===== config.mk =====
export PLATFORM = sky130hd
export DESIGN_NAME = alu_pipe
export DESIGN_NICKNAME = d
export VERILOG_FILES = /design/src/rtl/alu_pipe.sv
export SDC_FILE = /design/constraint.sdc
export NUM_CORES = 1
export LEC_CHECK = 0
export ABC_AREA = 1
export ABC_CLOCK_PERIOD_IN_PS = 3700
export CAP_MARGIN = 10
export CELL_PAD_IN_SITES_DETAIL_PLACEMENT = 1
export CELL_PAD_IN_SITES_GLOBAL_PLACEMENT = 1
export CORE_ASPECT_RATIO = 0.9
export CORE_MARGIN = 4
export CORE_UTILIZATION = 35
export DETAILED_ROUTE_END_ITERATION = 6
export PLACE_DENSITY = 0.79
export RECOVER_POWER = 25
export REMOVE_ABC_BUFFERS = 1
export SLEW_MARGIN = 10
export SYNTH_ARGS = -nofsm -noshare
export SYNTH_HDL_FRONTEND = slang
export SYNTH_SLANG_ARGS = --single-unit

===== constraint.sdc =====
create_clock -name clk -period 3.7 [get_ports clk]
set_input_delay 0.555 -clock clk [delete_from_list [all_inputs] [get_ports clk]]
set_output_delay 0.555 -clock clk [all_outputs]
set_load 0.01 [all_outputs]

===== src/rtl/alu_pipe.sv =====
// alu_pipe: two-stage pipelined ALU with a valid/ready handshake on both sides.
// Stage 1 captures the operand beat; stage 2 computes and registers the
// result together with the carry, compare and zero flags. Both stages advance
// together, so a stalled output holds the whole pipe.
module alu_pipe #(
  parameter int WIDTH = 16
) (
  input  logic             clk,
  input  logic             rst,
  input  logic             in_valid,
  output logic             in_ready,
  input  logic             carry_in,
  input  logic [WIDTH-1:0] in_a,
  input  logic [WIDTH-1:0] in_b,
  input  logic [3:0]       select,
  input  logic             mode,
  output logic             out_valid,
  input  logic             out_ready,
  output logic [WIDTH-1:0] alu_out,
  output logic             carry_out,
  output logic             compare,
  output logic             zero
);

  logic             advance;
  logic             s1_valid;
  logic [WIDTH-1:0] s1_a;
  logic [WIDTH-1:0] s1_b;
  logic             s1_cin;
  logic [3:0]       s1_sel;
  logic             s1_mode;
  logic             s2_valid;

  logic [WIDTH-1:0] op_x;
  logic [WIDTH-1:0] op_y;
  logic [WIDTH:0]   sum;
  logic [WIDTH-1:0] res;
  logic             res_carry;

  // The pipe moves whenever the output register is empty or being drained.
  assign advance   = !s2_valid || out_ready;
  assign in_ready  = advance;
  assign out_valid = s2_valid;

  // Stage 1: capture the operand beat; data regs need no reset since s1_valid gates them.
  always_ff @(posedge clk) begin
    if (rst) begin
      s1_valid <= 1'b0;
    end else if (advance) begin
      s1_valid <= in_valid;
      s1_a     <= in_a;
      s1_b     <= in_b;
      s1_cin   <= carry_in;
      s1_sel   <= select;
      s1_mode  <= mode;
    end
  end

  // Stage 2 datapath: logic ops directly, arithmetic as X + Y + cin at WIDTH+1 bits.
  always_comb begin
    op_x      = '0;
    op_y      = '0;
    sum       = '0;
    res       = '0;
    res_carry = 1'b0;
    if (s1_mode) begin
      case (s1_sel)
        4'b0000: res = ~s1_a;
        4'b0001: res = ~(s1_a | s1_b);
        4'b0010: res = ~s1_a & s1_b;
        4'b0011: res = '0;
        4'b0100: res = ~(s1_a & s1_b);
        4'b0101: res = ~s1_b;
        4'b0110: res = s1_a ^ s1_b;
        4'b0111: res = s1_a & ~s1_b;
        4'b1000: res = ~s1_a | s1_b;
        4'b1001: res = ~(s1_a ^ s1_b);
        4'b1010: res = s1_b;
        4'b1011: res = s1_a & s1_b;
        4'b1100: res = '1;
        4'b1101: res = s1_a | ~s1_b;
        4'b1110: res = s1_a | s1_b;
        default: res = s1_a;
      endcase
    end else begin
      case (s1_sel)
        4'b0000: begin op_x = s1_a;          op_y = '0;            end
        4'b0001: begin op_x = s1_a | s1_b;   op_y = '0;            end
        4'b0010: begin op_x = s1_a | ~s1_b;  op_y = '0;            end
        4'b0011: begin op_x = '0;            op_y = '1;            end
        4'b0100: begin op_x = s1_a;          op_y = s1_a & ~s1_b;  end
        4'b0101: begin op_x = s1_a | s1_b;   op_y = s1_a & ~s1_b;  end
        4'b0110: begin op_x = s1_a;          op_y = ~s1_b;         end
        4'b0111: begin op_x = s1_a & ~s1_b;  op_y = '1;            end
        4'b1000: begin op_x = s1_a;          op_y = s1_a & s1_b;   end
        4'b1001: begin op_x = s1_a;          op_y = s1_b;          end
        4'b1010: begin op_x = s1_a | ~s1_b;  op_y = s1_a & s1_b;   end
        4'b1011: begin op_x = s1_a & s1_b;   op_y = '1;            end
        4'b1100: begin op_x = s1_a;          op_y = s1_a;          end
        4'b1101: begin op_x = s1_a | s1_b;   op_y = s1_a;          end
        4'b1110: begin op_x = s1_a | ~s1_b;  op_y = s1_a;          end
        default: begin op_x = s1_a;          op_y = '1;            end
      endcase
      sum       = {1'b0, op_x} + {1'b0, op_y} + {{WIDTH{1'b0}}, s1_cin};
      res       = sum[WIDTH-1:0];
      res_carry = sum[WIDTH];
    end
  end

  // Stage 2: register result and flags; holds while the consumer stalls.
  always_ff @(posedge clk) begin
    if (rst) begin
      s2_valid  <= 1'b0;
      alu_out   <= '0;
      carry_out <= 1'b0;
      compare   <= 1'b0;
      zero      <= 1'b0;
    end else if (advance) begin
      s2_valid  <= s1_valid;
      alu_out   <= res;
      carry_out <= res_carry;
      compare   <= (s1_a == s1_b);
      zero      <= (res == '0);
    end
  end

endmodule

==> summary.txt <==
Status
  – Status: finished clean

Logic synthesis
  – Synth Register Bits: 59
  – Post-Syn Area: 7161 µm²
  – Top cell type's share of synthesized area: 20.50%
  – Synth warn: 0
  – Synthesized netlist cell count: 1201
  – Register area share after synthesis: 21.81%
  – Syn_area_per_cell: 5.962 µm²
  – Top cells by area, synth: nand2_1, edfxtp_1, ha_1
  – Synth area leader: nand2_1
  – Post-synth cell types: 37

Clock tree
  – Clk root buf: clkbuf_16
  – # H-tree levels: 3
  – Worst-path clk slew: 70 ps
  – CTS tree: built
  – CTS Sinks: 59
  – Clock Tree Buf Depth: 2
  – Hold_buf cts: 0
  – TritonCTS Buffers: 9
  – Worst skew pair latency: 360 ps

STA
  – Tcrit/Tclk final: 96.58%
  – Hold Slack: 478.0 ps
  – Period minus WS final: 3573 ps
  – Final Hold Fails: 0
  – Final Setup Violations: 0
  – Max-slew violation count: 0
  – Worst slew pin tran: 1184 ps
  – Rel. slew slack: 21.01%
  – Clk_skew: 13.42 ps
  – Fmax: 279.8 MHz

Setup path
  – CP startpoint: s1_sel[1]
  – Critical-path cell list: inv_1 > nor2_2 > nand2_4 > o211ai_1 > buf_4 > buf_2 > a21oi_1 > ha_1 > nand2_1 > nor2_1 > and2_1 > nand2_1 > nand2_1 > nand2_1 > nand3_1 > nand2_1 > nor2_1 > nand2_1 > nor2_1 > nand3_1 > a21oi_1
  – Setup CP Type: reg2reg
  – CP bufs+invs: 3
  – Slowest stage cell, crit path: edfxtp_1
  – Startpoint Class: flop
  – Crit path top cell by count: nand2_1
  – Crit path required time: 3990 ps
  – CP Max Fanout: 8
  – RR Startpoint: s1_sel[1]
  – Critical Path AT: 3860 ps
  – Family with the most delay on the worst path: simple AND/OR/NAND/NOR gates
  – Critical Path End Type: flop
  – Max stage delay on crit path: 550 ps

Finish
  – Layout area overhead: 21.20%
  – # fillers: 2733
  – FF+latch area: 1562 µm²
  – Post-layout nets: 1402
  – Share of cells above drive strength 1: 6.931%
  – Non-filler cells in the finished layout: 1539
  – Antenna diodes: 0
  – Multi-input gate area: 4751 µm²

Power and ir drop
  – Net Switching: 0.001228 W
  – Clk pwr share: 30.8%
  – LEAKAGE: 4.497 nW
  – PD cells: 343.9 nW/µm²
  – Sequential share of power: 27.6%
  – Switching share of total power: 41.13%
  – Comb pwr share: 41.5%
  – Int Pwr: 0.001757 W
  – Maximum VDD drop: 0.0001910 V

Die
  – Die X-Extent: 158.8 µm
  – Total Die Area: 22810 µm²
  – Initial Util: 35.72%
  – Num ports: 63
  – Die Y: 143.7 µm
  – # rows: 49
  – Core region area: 20050 µm²

Route
  – Routed WL: 30870 µm
  – Drt first pass iters: 5
  – Routed WL per cell: 20.06 µm
  – Via count: 8246
  – DR iter-0 viols: 628
  – Final ANT Viol Nets: 0
  – DRC viols: 0
  – Via-to-Cell Ratio: 5.358

Placement
  – GPL Wtd Cong: 0.9406
  – Cells after DPL: 1515
  – Dpl hpwl: 22890 µm
  – Port Buffer Count: 62

GRT
  – Antenna violations before repair: 0
  – Largest net degree at the start of global routing: 29
  – Vias in the first global route: 8395
  – Global-route wire length before repair: 47270 µm
  – GRT overflow: 0
  – GRT Total Usage: 26.56%

Worst hold path
  – Class of the worst hold path: reg2reg
  – HP Start: alu_out[1]

Job
  – MaxCap Viol Count: 0
## cells in the final DEF (no fill, tap or decap), types with 6 or more instances in the layout
| master | instances |
|---|---|
| o211ai_1 | 8 |
| nand4_1 | 6 |
| nor2_1 | 139 |
| nand3_1 | 88 |
| nand3b_1 | 9 |
| ha_1 | 78 |
| dlygate4sd3_1 | 29 |
| o21bai_1 | 7 |
| inv_1 | 197 |
| buf_4 | 37 |
| clkdlybuf4s50_1 | 33 |
| a21oi_1 | 55 |
| o22ai_1 | 16 |
| o2111ai_1 | 15 |
| edfxtp_1 | 38 |
| dfxtp_1 | 21 |
| clkbuf_16 | 11 |
| nand2_1 | 387 |
| nor2_2 | 7 |
| o21ai_0 | 45 |
| nand2_2 | 7 |
## tightest hold or removal path: cells and delay by family (launching register included)
family,cells,cell delay (ps)
flip-flops,1,310
AND/OR/NAND/NOR,2,130
## power groups by stage
stage	logic [W]	registers [W]	clock network, W
3_5_place_dp	0.00119	0.000837	0
2_1_floorplan	0.000714	0.000837	0
4_1_cts	0.00120	0.000824	0.000929
5_1_grt	0.00137	0.000832	0.000955
6_report	0.00124	0.000825	0.000920
3_3_place_gp	0.00117	0.000836	0
## cells by family (layout without fill, tap and decap cells)
family	count (synthesis)	in the layout	synth area share, %
AOI/OAI and AO/OA	156	156	12.77
xor gates and xnor gates	3	3	0.3670
adders and majority gates	81	81	14.36
buffers and inverters	239	322	12.95
DFF	59	59	21.81
and+or+nand+nor	663	663	37.74
## path summary, 6_finish.rpt
check	cells after the start	end	slack (ps)
hold reg to reg	2	alu_out[1]	480
setup reg to reg	21	zero	130
setup / recovery	21	zero	130
hold / removal	2	alu_out[1]	480
## final cells by class
class | instances | share of cell area [%]
Multi-Input combinational cell | 903 | 54.74
Inverter | 200 | 8.651
Timing Repair Buffer | 106 | 11.29
Sequential cell | 59 | 17.99
Tap cell | 255 | 3.676
Clock buffer | 11 | 3.172
Clock inverter | 5 | 0.4758
## metrics by stage
stage	power (W)	setup TNS [ps]	util (%)	setup slack (ps)	area, µm²
after CTS	0.002955	0	42.56	54.13	8533
final	0.002984	0	43.29	126.6	8678
after global routing	0.003160	-114.5	43.29	-114.5	8678
after floorplan	0.001552	-8654	-	-901.2	6984
after detailed placement	0.002030	0	40.98	63.23	8217
after global placement	0.002011	0	40.98	121.8	8217
## registers in the layout, indices dropped and copies added, names as in the netlist
signal / cells
s1_a: 16
s1_b: 16
compare: 1
carry_out: 1
zero: 1
s1_sel: 4
alu_out: 16
s1_cin: 1
s1_valid: 1
out_valid: 1
s1_mode: 1
## routing by layer
layer	part of all wire (%)	track usage, %	vias up
li1	-	-	3964
met1	43	34.13	3910
met2	46	44.08	291
met3	7.0	4.961	81
met4	4.1	11.74	0
met5	0	0	-
## synthesized netlist by cell type
cell type / n
nand2_1: 391
inv_1: 197
nor2_1: 145
nand3_1: 89
ha_1: 79
a21oi_1: 55
o21ai_0: 46
edfxtp_1: 38
buf_2: 21
dfxtp_1: 21
clkbuf_1: 16
o22ai_1: 16
o2111ai_1: 15
nand3b_1: 9
o211ai_1: 8
o21bai_1: 7
nand4_1: 6
nor2_2: 5
nor4_1: 5
nand2_2: 4
nor3_1: 4
a31oi_1: 3
inv_2: 3
and2_1: 2
fa_1: 2
or2_2: 2
xor2_1: 2
a21boi_1: 1
a22oi_1: 1
buf_1: 1
buf_4: 1
nor3b_1: 1
o211a_1: 1
o21a_1: 1
o21ai_1: 1
o221ai_1: 1
xnor2_1: 1
## what timing repair did
action,4_1_cts,5_1_grt
setup endpoints to repair,0,7
setup buffers,0,7
resized for setup,0,24
Power figures use the tool's default switching activity.
